<file path="config.mk">
export PLATFORM = sky130hd
export DESIGN_NAME = exec_ctrl
export DESIGN_NICKNAME = d
export VERILOG_FILES = /design/src/rtl/exec_ctrl_pkg.sv /design/src/rtl/exec_counter.sv /design/src/rtl/exec_ctrl.sv
export SDC_FILE = /design/constraint.sdc
export NUM_CORES = 1
export LEC_CHECK = 0
export CAP_MARGIN = 30
export CORE_ASPECT_RATIO = 0.75
export CORE_MARGIN = 3
export CORE_UTILIZATION = 53
export CTS_CLUSTER_DIAMETER = 50
export DETAILED_ROUTE_END_ITERATION = 8
export PLACE_DENSITY = 0.91
export SETUP_SLACK_MARGIN = 0.05
export SLEW_MARGIN = 5
export SYNTH_ARGS = -nofsm -noshare
export SYNTH_HDL_FRONTEND = slang
export SYNTH_HIERARCHICAL = 1
export SYNTH_SLANG_ARGS = --single-unit
</file>
<file path="constraint.sdc">
create_clock -name clk -period 6.2 [get_ports clk]
set_clock_uncertainty 0.2 [all_clocks]
set_input_delay 0.93 -clock clk [delete_from_list [all_inputs] [get_ports clk]]
set_output_delay 0.93 -clock clk [all_outputs]
set_load 0.01 [all_outputs]
</file>
<file path="src/rtl/exec_ctrl_pkg.sv">
// exec_ctrl_pkg: shared encodings for the execution controller.
//   cmd_op_e     - host command opcodes (cmd_op port)
//   halt_cause_e - halt reason reported on halt_cause
//   state_e      - controller FSM states
//   event_cause  - priority encoder for in-flight halt events
package exec_ctrl_pkg;

  typedef enum logic [1:0] {
    CMD_RUN     = 2'd0,
    CMD_HALT    = 2'd1,
    CMD_STEP    = 2'd2,
    CMD_CLR_CNT = 2'd3
  } cmd_op_e;

  typedef enum logic [2:0] {
    CAUSE_NONE       = 3'd0,
    CAUSE_RESET      = 3'd1,
    CAUSE_HOST       = 3'd2,
    CAUSE_STEP_DONE  = 3'd3,
    CAUSE_BREAKPOINT = 3'd4,
    CAUSE_ECALL      = 3'd5,
    CAUSE_EBREAK     = 3'd6
  } halt_cause_e;

  typedef enum logic [1:0] {
    ST_HALTED = 2'd0,
    ST_RUN    = 2'd1,
    ST_STEP   = 2'd2
  } state_e;

  // EBREAK outranks ECALL, which outranks a PC breakpoint.
  function automatic halt_cause_e event_cause(input logic ebreak, input logic ecall);
    if (ebreak)     return CAUSE_EBREAK;
    else if (ecall) return CAUSE_ECALL;
    else            return CAUSE_BREAKPOINT;
  endfunction

endpackage

</file>
<file path="src/rtl/exec_counter.sv">
// exec_counter: W-bit wrapping counter.
//   clk, rst - clock, synchronous active-high reset (clears count)
//   inc      - add one this cycle
//   clr      - zero the count next cycle; wins over inc
//   cnt      - current count
module exec_counter #(
  parameter int unsigned W = 32
) (
  input  logic         clk,
  input  logic         rst,
  input  logic         inc,
  input  logic         clr,
  output logic [W-1:0] cnt
);

  always_ff @(posedge clk) begin
    if (rst || clr) cnt <= '0;
    else if (inc)   cnt <= cnt + W'(1);
  end

endmodule

</file>
<file path="src/rtl/exec_ctrl.sv">
// exec_ctrl: execution controller for the single-cycle RV32I core.
// Produces the per-cycle commit enable, halts on ECALL/EBREAK/PC breakpoint
// or host command, supports run and N-instruction step from halt, and keeps
// cycle and retired-instruction counters.
//   clk, rst              - clock, synchronous active-high reset
//   Ecall, Ebreak, pc     - decode of the current instruction and its PC
//   bp_en, bp_addr        - PC breakpoint
//   cmd_valid/op/arg      - host command, accepted when cmd_valid && cmd_ready
//   cmd_ready             - command can be accepted this cycle
//   proc_en               - current instruction commits this cycle
//   halted, halt_cause    - registered halt status and reason
//   halt_pc               - PC of first uncommitted instruction at halt
//   cycle_cnt, instret    - wrapping cycle / retired-instruction counters
module exec_ctrl
  import exec_ctrl_pkg::*;
#(
  parameter int unsigned CNT_W    = 32,
  parameter int unsigned STEP_W   = 16,
  parameter bit          BOOT_RUN = 1'b1
) (
  input  logic              clk,
  input  logic              rst,
  input  logic              Ecall,
  input  logic              Ebreak,
  input  logic [31:0]       pc,
  input  logic              bp_en,
  input  logic [31:0]       bp_addr,
  input  logic              cmd_valid,
  input  logic [1:0]        cmd_op,
  input  logic [STEP_W-1:0] cmd_arg,
  output logic              cmd_ready,
  output logic              proc_en,
  output logic              halted,
  output logic [2:0]        halt_cause,
  output logic [31:0]       halt_pc,
  output logic [CNT_W-1:0]  cycle_cnt,
  output logic [CNT_W-1:0]  instret
);

  state_e            state;
  halt_cause_e       cause_q;
  logic              skip;
  logic [STEP_W-1:0] step_cnt;

  cmd_op_e op;
  logic    running;
  logic    trig;
  logic    ev;
  logic    cmd_acc;
  logic    step_last;
  logic    clr_cnt;

  assign op      = cmd_op_e'(cmd_op);
  assign running = (state != ST_HALTED);
  assign trig    = Ebreak || Ecall || (bp_en && (pc == bp_addr));
  // skip masks the event for the first cycle after resuming, so the
  // instruction that caused the previous halt commits exactly once.
  assign ev      = running && !skip && trig;
  assign proc_en = !rst && running && !ev;

  assign cmd_ready = !rst && ((state == ST_HALTED) || (op == CMD_HALT) || (op == CMD_CLR_CNT));
  assign cmd_acc   = cmd_valid && cmd_ready;
  assign clr_cnt   = cmd_acc && (op == CMD_CLR_CNT);
  assign step_last = (state == ST_STEP) && (step_cnt == STEP_W'(1));

  assign halt_cause = cause_q;

  always_ff @(posedge clk) begin
    if (rst) begin
      state    <= BOOT_RUN ? ST_RUN : ST_HALTED;
      halted   <= !BOOT_RUN;
      cause_q  <= BOOT_RUN ? CAUSE_NONE : CAUSE_RESET;
      halt_pc  <= '0;
      step_cnt <= '0;
      skip     <= 1'b0;
    end else if (state == ST_HALTED) begin
      // HALT and CLR_CNT while halted leave the FSM untouched.
      if (cmd_acc && (op == CMD_RUN)) begin
        state   <= ST_RUN;
        halted  <= 1'b0;
        cause_q <= CAUSE_NONE;
        skip    <= 1'b1;
      end else if (cmd_acc && (op == CMD_STEP)) begin
        state    <= ST_STEP;
        halted   <= 1'b0;
        cause_q  <= CAUSE_NONE;
        skip     <= 1'b1;
        step_cnt <= (cmd_arg == '0) ? STEP_W'(1) : cmd_arg;
      end
    end else begin
      skip <= 1'b0;
      // Priority: event > step done > host halt.
      if (ev) begin
        state   <= ST_HALTED;
        halted  <= 1'b1;
        cause_q <= event_cause(Ebreak, Ecall);
        halt_pc <= pc;
      end else if (proc_en && step_last) begin
        state   <= ST_HALTED;
        halted  <= 1'b1;
        cause_q <= CAUSE_STEP_DONE;
        halt_pc <= pc + 32'd4;
      end else if (cmd_acc && (op == CMD_HALT)) begin
        state   <= ST_HALTED;
        halted  <= 1'b1;
        cause_q <= CAUSE_HOST;
        halt_pc <= proc_en ? (pc + 32'd4) : pc;
      end else if ((state == ST_STEP) && proc_en) begin
        step_cnt <= step_cnt - STEP_W'(1);
      end
    end
  end

  exec_counter #(.W(CNT_W)) u_cycle_cnt (
    .clk (clk),
    .rst (rst),
    .inc (1'b1),
    .clr (clr_cnt),
    .cnt (cycle_cnt)
  );

  exec_counter #(.W(CNT_W)) u_instret (
    .clk (clk),
    .rst (rst),
    .inc (proc_en),
    .clr (clr_cnt),
    .cnt (instret)
  );

endmodule

</file>
# After elaboration in Yosys (flattened, before gate mapping)
# Cells that the tools add are included.
# Widths: inputs -> output; s select.
dict set report totals {
  reg_bits 119
  in_bits 88
  output_inout_bits 102
  elab_cells 93
}
dict set report classes {
  n_addsub 4
  eq_ne 12
  n_mux 34
  bitwise 1
  n_reduce_logical 34
}
# op n
set ops {}
lappend ops {{$mux 16} 8}
lappend ops {{$mux 32} 4}
lappend ops {{$add 32x1->32 const B} 2}
lappend ops {{$add 32x3->32 const B} 1}
lappend ops {{$eq 32x32->1} 1}
lappend ops {{$mux 3} 6}
lappend ops {{$eq 16x1->1 const B} 1}
lappend ops {{$logic_not 16->1} 1}
lappend ops {{$sub 16x1->16 const B} 1}
lappend ops {{$logic_and 1x1->1} 14}
lappend ops {{$mux 2} 7}
lappend ops {{$mux 1} 9}
lappend ops {{$eq 2x2->1 const B} 3}
lappend ops {{$ne 2x2->1 const B} 3}
lappend ops {{$reduce_and 6->1} 1}
lappend ops {{$reduce_bool 2->1} 3}
lappend ops {{$logic_or 1x1->1} 5}
lappend ops {{$logic_not 2->1} 2}
lappend ops {{$ne 2x1->1 const B} 2}
lappend ops {{$reduce_and 2->1} 2}
lappend ops {{$reduce_bool 4->1} 1}
lappend ops {{$logic_not 1->1} 3}
lappend ops {{$ne 3x1->1 const B} 1}
lappend ops {{$reduce_bool 3->1} 1}
lappend ops {{other kinds (3)} 3}

# Logic depth before layout (Yosys ltp)
# Gate-level depths: netlist of the first run.
dict set report depth {
  ltp_word 12
  mapped_depth 12
  depth_no_buf 10
}

# By module
# The synthesis of the first run kept the hierarchy.
# module instances cells_per_inst area_per_inst_um2 seq_area_each_um2
set modules_own_cells {}
lappend modules_own_cells {exec_ctrl 1 486 3758.6 1101.1}
lappend modules_own_cells {exec_counter 2 178 1566.5 640.6}

# Worst setup path before layout of the first run
# OpenSTA, ideal clock, no wires.
dict set report synth_timing {
  path_kind {input -> output}
  startpoint {input port bp_addr[22]}
  endpoint {output port proc_en}
  arrival_ns 2.271
  required_ns 5.070
  setup_slack_ns 2.799
  path_stages 6
  n_path_buf 0
  path_cell_list {xor2_1 or4_4 nor4_1 nand4_1 nand3_1 inv_1}
}
dict set report synth_between {
  elab_chain_cells 6
}
# element line_no
set synth_lines {}
lappend synth_lines {{start, declared} exec_ctrl.sv:27} ;# input logic [31:0] bp_addr,
lappend synth_lines {{$eq 32x32->1} exec_ctrl.sv:55} ;# assign trig = Ebreak || Ecall || (bp_en && (pc == bp_addr));
lappend synth_lines {{$logic_and 1x1->1} exec_ctrl.sv:55}
lappend synth_lines {{$logic_or 1x1->1} exec_ctrl.sv:55}
lappend synth_lines {{$logic_and 1x1->1} exec_ctrl.sv:58} ;# assign ev = running && !skip && trig;
lappend synth_lines {{$logic_not 1->1} exec_ctrl.sv:59} ;# assign proc_en = !rst && running && !ev;
lappend synth_lines {{$logic_and 1x1->1} exec_ctrl.sv:59}
lappend synth_lines {{end, declared} exec_ctrl.sv:32} ;# output logic proc_en,
# No other way between the ends.

# Worst setup path in the final report of the first run
dict set report layout_timing {
  startpoint {input port pc[23]}
  endpoint {output port proc_en}
}
dict set report layout_between {
  elab_chain_cells 6
}
# element line_no
set layout_lines {}
lappend layout_lines {{start, declared} exec_ctrl.sv:25} ;# input logic [31:0] pc,
lappend layout_lines {{$eq 32x32->1} exec_ctrl.sv:55}
lappend layout_lines {{$logic_and 1x1->1} exec_ctrl.sv:55}
lappend layout_lines {{$logic_or 1x1->1} exec_ctrl.sv:55}
lappend layout_lines {{$logic_and 1x1->1} exec_ctrl.sv:58}
lappend layout_lines {{$logic_not 1->1} exec_ctrl.sv:59}
lappend layout_lines {{$logic_and 1x1->1} exec_ctrl.sv:59}
# No other way between the ends.

==> results.tsv, run 1 <==
stage	metric	value	unit
outcome	status	finished clean	
global_routing	grt_pass1_wl	34650	um
clock_network	postCtsSetupBuffers	0	
global_routing	grt.overflow.total	0	
clock_network	cts_tree	built	
yosys	synth_flop_cell	dfxtp_1	
floorplan	start_util	0.5522	
routing	drt_iter0_drc	702	
sta	period_share	0.7798	
clock_network	htreeDepth	4	
yosys	synth_edf_count	0	
sta	slew_headroom	0.4816	
routing	drc	0	
clock_network	clockBufferDepth	2	
floorplan	die_y	104.8	um
routing	route.final.wire_length	21390	um
yosys	yosysWarnings	6	
placement	routabilityCongestion	0.9222	
global_routing	antenna_found_initial	0	
placement	dp_cells	1156	
sta	worstMarginPinSlew	0.7775	ns
yosys	synth_area	6892	um2
sta	drv_slew	0	
critical_path	r2r_slack	2.87	ns
sta	hold_violations	0	
yosys	syn-num-nets	935	
clock_network	ctsResizeCount	0	
critical_path	worstPathRequired	5.07	ns
critical_path	cp_max_fo	8	
clock_network	clkSinkCount	119	
floorplan	rows	35	
floorplan	core_area	12480	um2
sta	fmax	206.8	MHz
cells_and_area	multi_input_area	4227	um2
global_routing	grt_pass1_vias	6973	
floorplan	dieWidth	137.7	um
yosys	ys_top_cells_by_area	dfxtp_1 35%, xor2_1 5.2%, nor2_1 5.0%	
critical_path	crit_type	input pin to output port	
clock_network	clk_latency	0.42	ns
cells_and_area	final_nets	1102	
clock_network	numCtsBuffers	17	
sta	period_minus_slack	4.835	ns
sta	rsz0062_at_grt	no	
power	total_power	2.115	mW
clock_network	ctsHoldBuffers	0	
power	irDropWorstVdd	199.8	uV
cells_and_area	area_growth	36.04	%
yosys	yosysMostFrequentCell	dfxtp_1	
power	leakage	3.237	nW
routing	antenna_left	0	
routing	wl_per_cell	18.02	um
yosys	synth_area_per_cell	8.185	um2
global_routing	track_usage	0.2956	
placement	port_buffers	189	
yosys	postSynth.asyncResetShare	0	
clock_network	root_buffer	clkbuf_16	
cells_and_area	regArea	2382	um2
routing	dr_total_vias	7388	
yosys	ys_seq_area_frac	0.3457	
cells_and_area	fin_util	0.7512	
floorplan	dieArea	14420	um2
placement	dp_hpwl	15420	um
cells_and_area	diodes	0	
job	cap_violations	0	
routing	firstDrtPassIters	5	
critical_path	critPathLaunchType	input pin	
critical_path	crit_path_end_kind	output port	
cells_and_area	layoutNonFillerInstCount	1187	
cells_and_area	drive_gt1_frac	0.07248	
yosys	synth_cell_type_count	67	
sta	finalSetupViolCount	0	
routing	via_per_inst	6.224	
yosys	ys_ff_latch	119	
cells_and_area	fillers	923	
sta	setup_tns	0	ns
clock_network	clk_pin_slew_worst_paths	0.05	ns
critical_path	cp.arrival	3.70	ns
global_routing	grt_max_degree	35	
yosys	syn_inst	842	
power	power.density	225.6	nW/um2
min_path	min_path_type	register to register	
yosys	netlist_top_cells_count	119 x dfxtp_1, 92 x nor2_1, 54 x nand2_1	
yosys	yosys.area.top_type	dfxtp_1	
yosys	yosys.area.top_type_share	0.3457	
floorplan	io_pins	190	
[power breakdown]
| part | internal (mW) | leakage [nW] | total [mW] | switching, mW |
|---|---|---|---|---|
| registers | 0.796 | 0.969 | 0.817 | 0.0211 |
| logic | 0.170 | 2.00 | 0.357 | 0.187 |
| clock network | 0.562 | 0.265 | 0.941 | 0.379 |
| total | 1.53 | 3.24 | 2.12 | 0.587 |
[state kept, by name, indices dropped and copies added, names as in the netlist]
name             cells
state                2
halt_cause           3
halted               1
u_cycle_cnt/cnt     32
u_instret/cnt       32
step_cnt            16
skip                 1
halt_pc             32
[metal layers]
metal / vias to the layer above / track usage / part of all wire
met4: 0 / 0.1040 / 0.025
met5: - / 0 / 0
li1: 3505 / - / -
met2: 420 / 0.4558 / 0.46
met1: 3408 / 0.3992 / 0.41
met3: 55 / 0.07603 / 0.10
[placed cells by master, fill, tap and decap left out, types with 11 or more instances in the layout]
cell type | Yosys | final
a211oi_1 | 22 | 22
a21oi_1 | 48 | 48
and3_1 | 15 | 15
and4_1 | 11 | 11
clkbuf_16 | 0 | 17
clkdlybuf4s50_1 | 0 | 188
dfxtp_1 | 119 | 119
inv_1 | 14 | 14
nand2_1 | 54 | 54
nand3_1 | 36 | 36
nand4_1 | 34 | 34
nor2_1 | 92 | 92
nor3_1 | 19 | 19
nor4_1 | 14 | 14
o21ai_0 | 44 | 44
o31ai_1 | 22 | 22
or3_1 | 34 | 34
or4_1 | 18 | 18
xnor2_1 | 30 | 30
xor2_1 | 41 | 41
[worst max-delay path: stages]
cell,delay (ns)
clkdlybuf4s50_1,0.48
xnor2_1,0.31
nand3_1,0.11
a2111oi_1,0.59
nand4_1,0.35
nand3_1,0.25
inv_1,0.17
clkdlybuf4s50_1,0.52
[path summary, 6_finish.rpt]
check,start,to,cells past startpoint
max,pc[23],proc_en,8
min,halt_pc[29],halt_pc[29],2
max reg2reg,step_cnt[1],halt_pc[9],10
min reg2reg,halt_pc[29],halt_pc[29],2
[cell families (layout without fill, tap and decap cells)]
family	after synthesis	in the layout	synth area share
AOI/OAI and AO/OA	198	198	0.1919
xor gates and xnor gates	71	71	0.09023
adders and majority gates	5	5	0.009078
buffers and inverters	60	239	0.04103
DFF	119	119	0.3457
muxes	10	10	0.01452
other	1	1	0.0005441
and+or+nand+nor	378	378	0.3070
[area by class of cell]
| class | instances | share of cell area |
|---|---|---|
| Tap cell | 166 | 0.02215 |
| Clock buffer | 18 | 0.04684 |
| Multi-Input combinational cell | 663 | 0.4508 |
| Inverter | 14 | 0.005605 |
| Sequential cell | 119 | 0.2541 |
| Clock inverter | 13 | 0.01308 |
| Timing Repair Buffer | 194 | 0.2074 |
[per-stage QoR]
stage	area (um2)	hold slack [ns]	worst slack, ns
2_1_floorplan	6892	0.2619	2.799
3_3_place_gp	8778	0.2520	1.445
3_5_place_dp	8813	0.2587	1.414
4_1_cts	9375	0.2941	1.415
5_1_grt	9375	0.3115	0.9461
6_report	9375	0.2963	1.365
Power figures use the tool's default switching activity.
==> run 2: changes to the inputs <==
Settings changed: CORE_UTILIZATION 53 to 49, PLACE_DENSITY 0.91 to 0.85.
Clock period 6.2 ns to 4.7 ns, I/O delays scaled along.
==> run 2 against run 1 <==
Critical path depth unchanged. Largest cell class unchanged. Design area grew 0.35%. Flip-flop and latch count stayed put. Global-route usage is 3.0 points lower.
==> results.tsv, run 2 (synthesis gave the netlist of run 1 again) <==
stage	metric	value	unit
cells_and_area	layoutNonFillerInstCount	1194	
floorplan	dieArea	15540	um2
clock_network	numCtsBuffers	17	
critical_path	cp_max_fo	8	
global_routing	grt_max_degree	54	
critical_path	crit_type	input pin to output port	
min_path	min_path_type	register to register	
sta	worstMarginPinSlew	0.7553	ns
clock_network	ctsResizeCount	0	
floorplan	core_area	13380	um2
outcome	status	finished clean	
clock_network	root_buffer	clkbuf_16	
floorplan	io_pins	190	
global_routing	grtUsageMet3	0.06620	
power	leakage	3.257	nW
cells_and_area	top_regs	halt_pc (32), u_cycle_cnt/cnt (32), u_instret/cnt (32)	
routing	via_per_inst	6.054	
sta	slew_headroom	0.4946	
critical_path	crit_path_start	pc[23]	
cells_and_area	final_area	9408	um2
critical_path	timing.rr.start	state[1]	
floorplan	start_util	0.5152	
cells_and_area	diodes	0	
floorplan	rows	36	
placement	dp_cells	1162	
routing	route.final.wire_length	20710	um
clock_network	ctsHoldBuffers	0	
clock_network	clockBufferDepth	2	
sta	fmax	236.0	MHz
sta	period_minus_slack	4.237	ns
global_routing	grt_pass1_vias	6597	
sta	hold_violations	0	
critical_path	critPathLaunchType	input pin	
routing	dr_total_vias	7229	
cells_and_area	final_common_cell	clkdlybuf4s50_1	
clock_network	clk_pin_slew_worst_paths	0.06	ns
power	power.density	304.7	nW/um2
global_routing	grt_pass1_wl	33360	um
cells_and_area	final_cell_mix	188 x clkdlybuf4s50_1, 119 x dfxtp_1, 92 x nor2_1	
critical_path	cp.arrival	3.33	ns
global_routing	use_met1	0.3764	
sta	finalSetupViolCount	0	
placement	placed_area	8820	um2
floorplan	die_y	108.7	um
placement	dp_hpwl	14930	um
power	irDropWorstVdd	224.1	uV
global_routing	use_met2	0.4052	
clock_network	postCtsSetupBuffers	0	
job	cap_violations	0	
clock_network	htreeDepth	4	
critical_path	crit_path_end_kind	output port	
global_routing	busiest_layer	met2	
clock_network	clkSinkCount	119	
cells_and_area	drive_gt1_frac	0.07331	
critical_path	worstPathRequired	3.80	ns
sta	rsz0062_at_grt	no	
clock_network	cts_tree	built	
routing	drc	0	
cells_and_area	final_nets	1103	
power	total_power	2.867	mW
critical_path	r2r_slack	1.67	ns
routing	wl_per_cell	17.35	um
sta	period_share	0.9015	
sta	drv_slew	0	
placement	routabilityCongestion	0.8899	
routing	antenna_left	0	
routing	drt_iter0_drc	633	
floorplan	dieWidth	142.9	um
placement	port_buffers	189	
clock_network	clk_latency	0.42	ns
cells_and_area	area_growth	36.51	%
routing	firstDrtPassIters	5	
sta	whs	0.2853	ns
global_routing	antenna_found_initial	0	
sta	setup_tns	0	ns
min_path	hold_start	u_instret/cnt[31]	
global_routing	track_usage	0.2657	
global_routing	grt.overflow.total	0	
run 2: area by class of cell:
| cell class | count | area [um2] |
|---|---|---|
| Inverter | 14 | 52.55 |
| Clock buffer | 18 | 429.2 |
| Clock inverter | 14 | 158.9 |
| Sequential cell | 119 | 2382 |
| Multi-Input combinational cell | 663 | 4227 |
| Tap cell | 171 | 214.0 |
| Timing Repair Buffer | 195 | 1944 |
| Fill cell | 1079 | 3970 |
run 2: final timing paths:
path                  endpoint  cells past startpoint
min reg2reg  u_instret/cnt[31]                      2
max reg2reg         halt_pc[9]                      8
min          u_instret/cnt[31]                      2
max                    proc_en                      8
run 2: stage by stage:
stage / utilization / setup slack, ns
global route: 0.7032 / 0.2568
CTS: 0.7032 / 0.4456
detailed placement: 0.6593 / 0.4458
finish: 0.7032 / 0.4629
floorplan: - / 1.560
global placement: 0.6593 / 0.5169
run 2: critical path, cell delays in order:
cell and delay (ns):
clkdlybuf4s50_1 0.48, xnor2_1 0.29, nand3_1 0.11, a2111oi_1 0.64, nand4_1 0.21, nand3_1 0.20, inv_1 0.17, clkdlybuf4s50_1 0.52
run 2: metal layers:
metal  vias to the layer above  routed length, um
li1                       3498                  -
met1                      3342               9367
met2                       362               9245
met3                        27               1861
met4                         0                240
met5                         -                  0
run 2: power breakdown:
part | switching, mW | internal [mW]
registers | 0.0285 | 1.05
clock network | 0.527 | 0.794
logic | 0.245 | 0.222
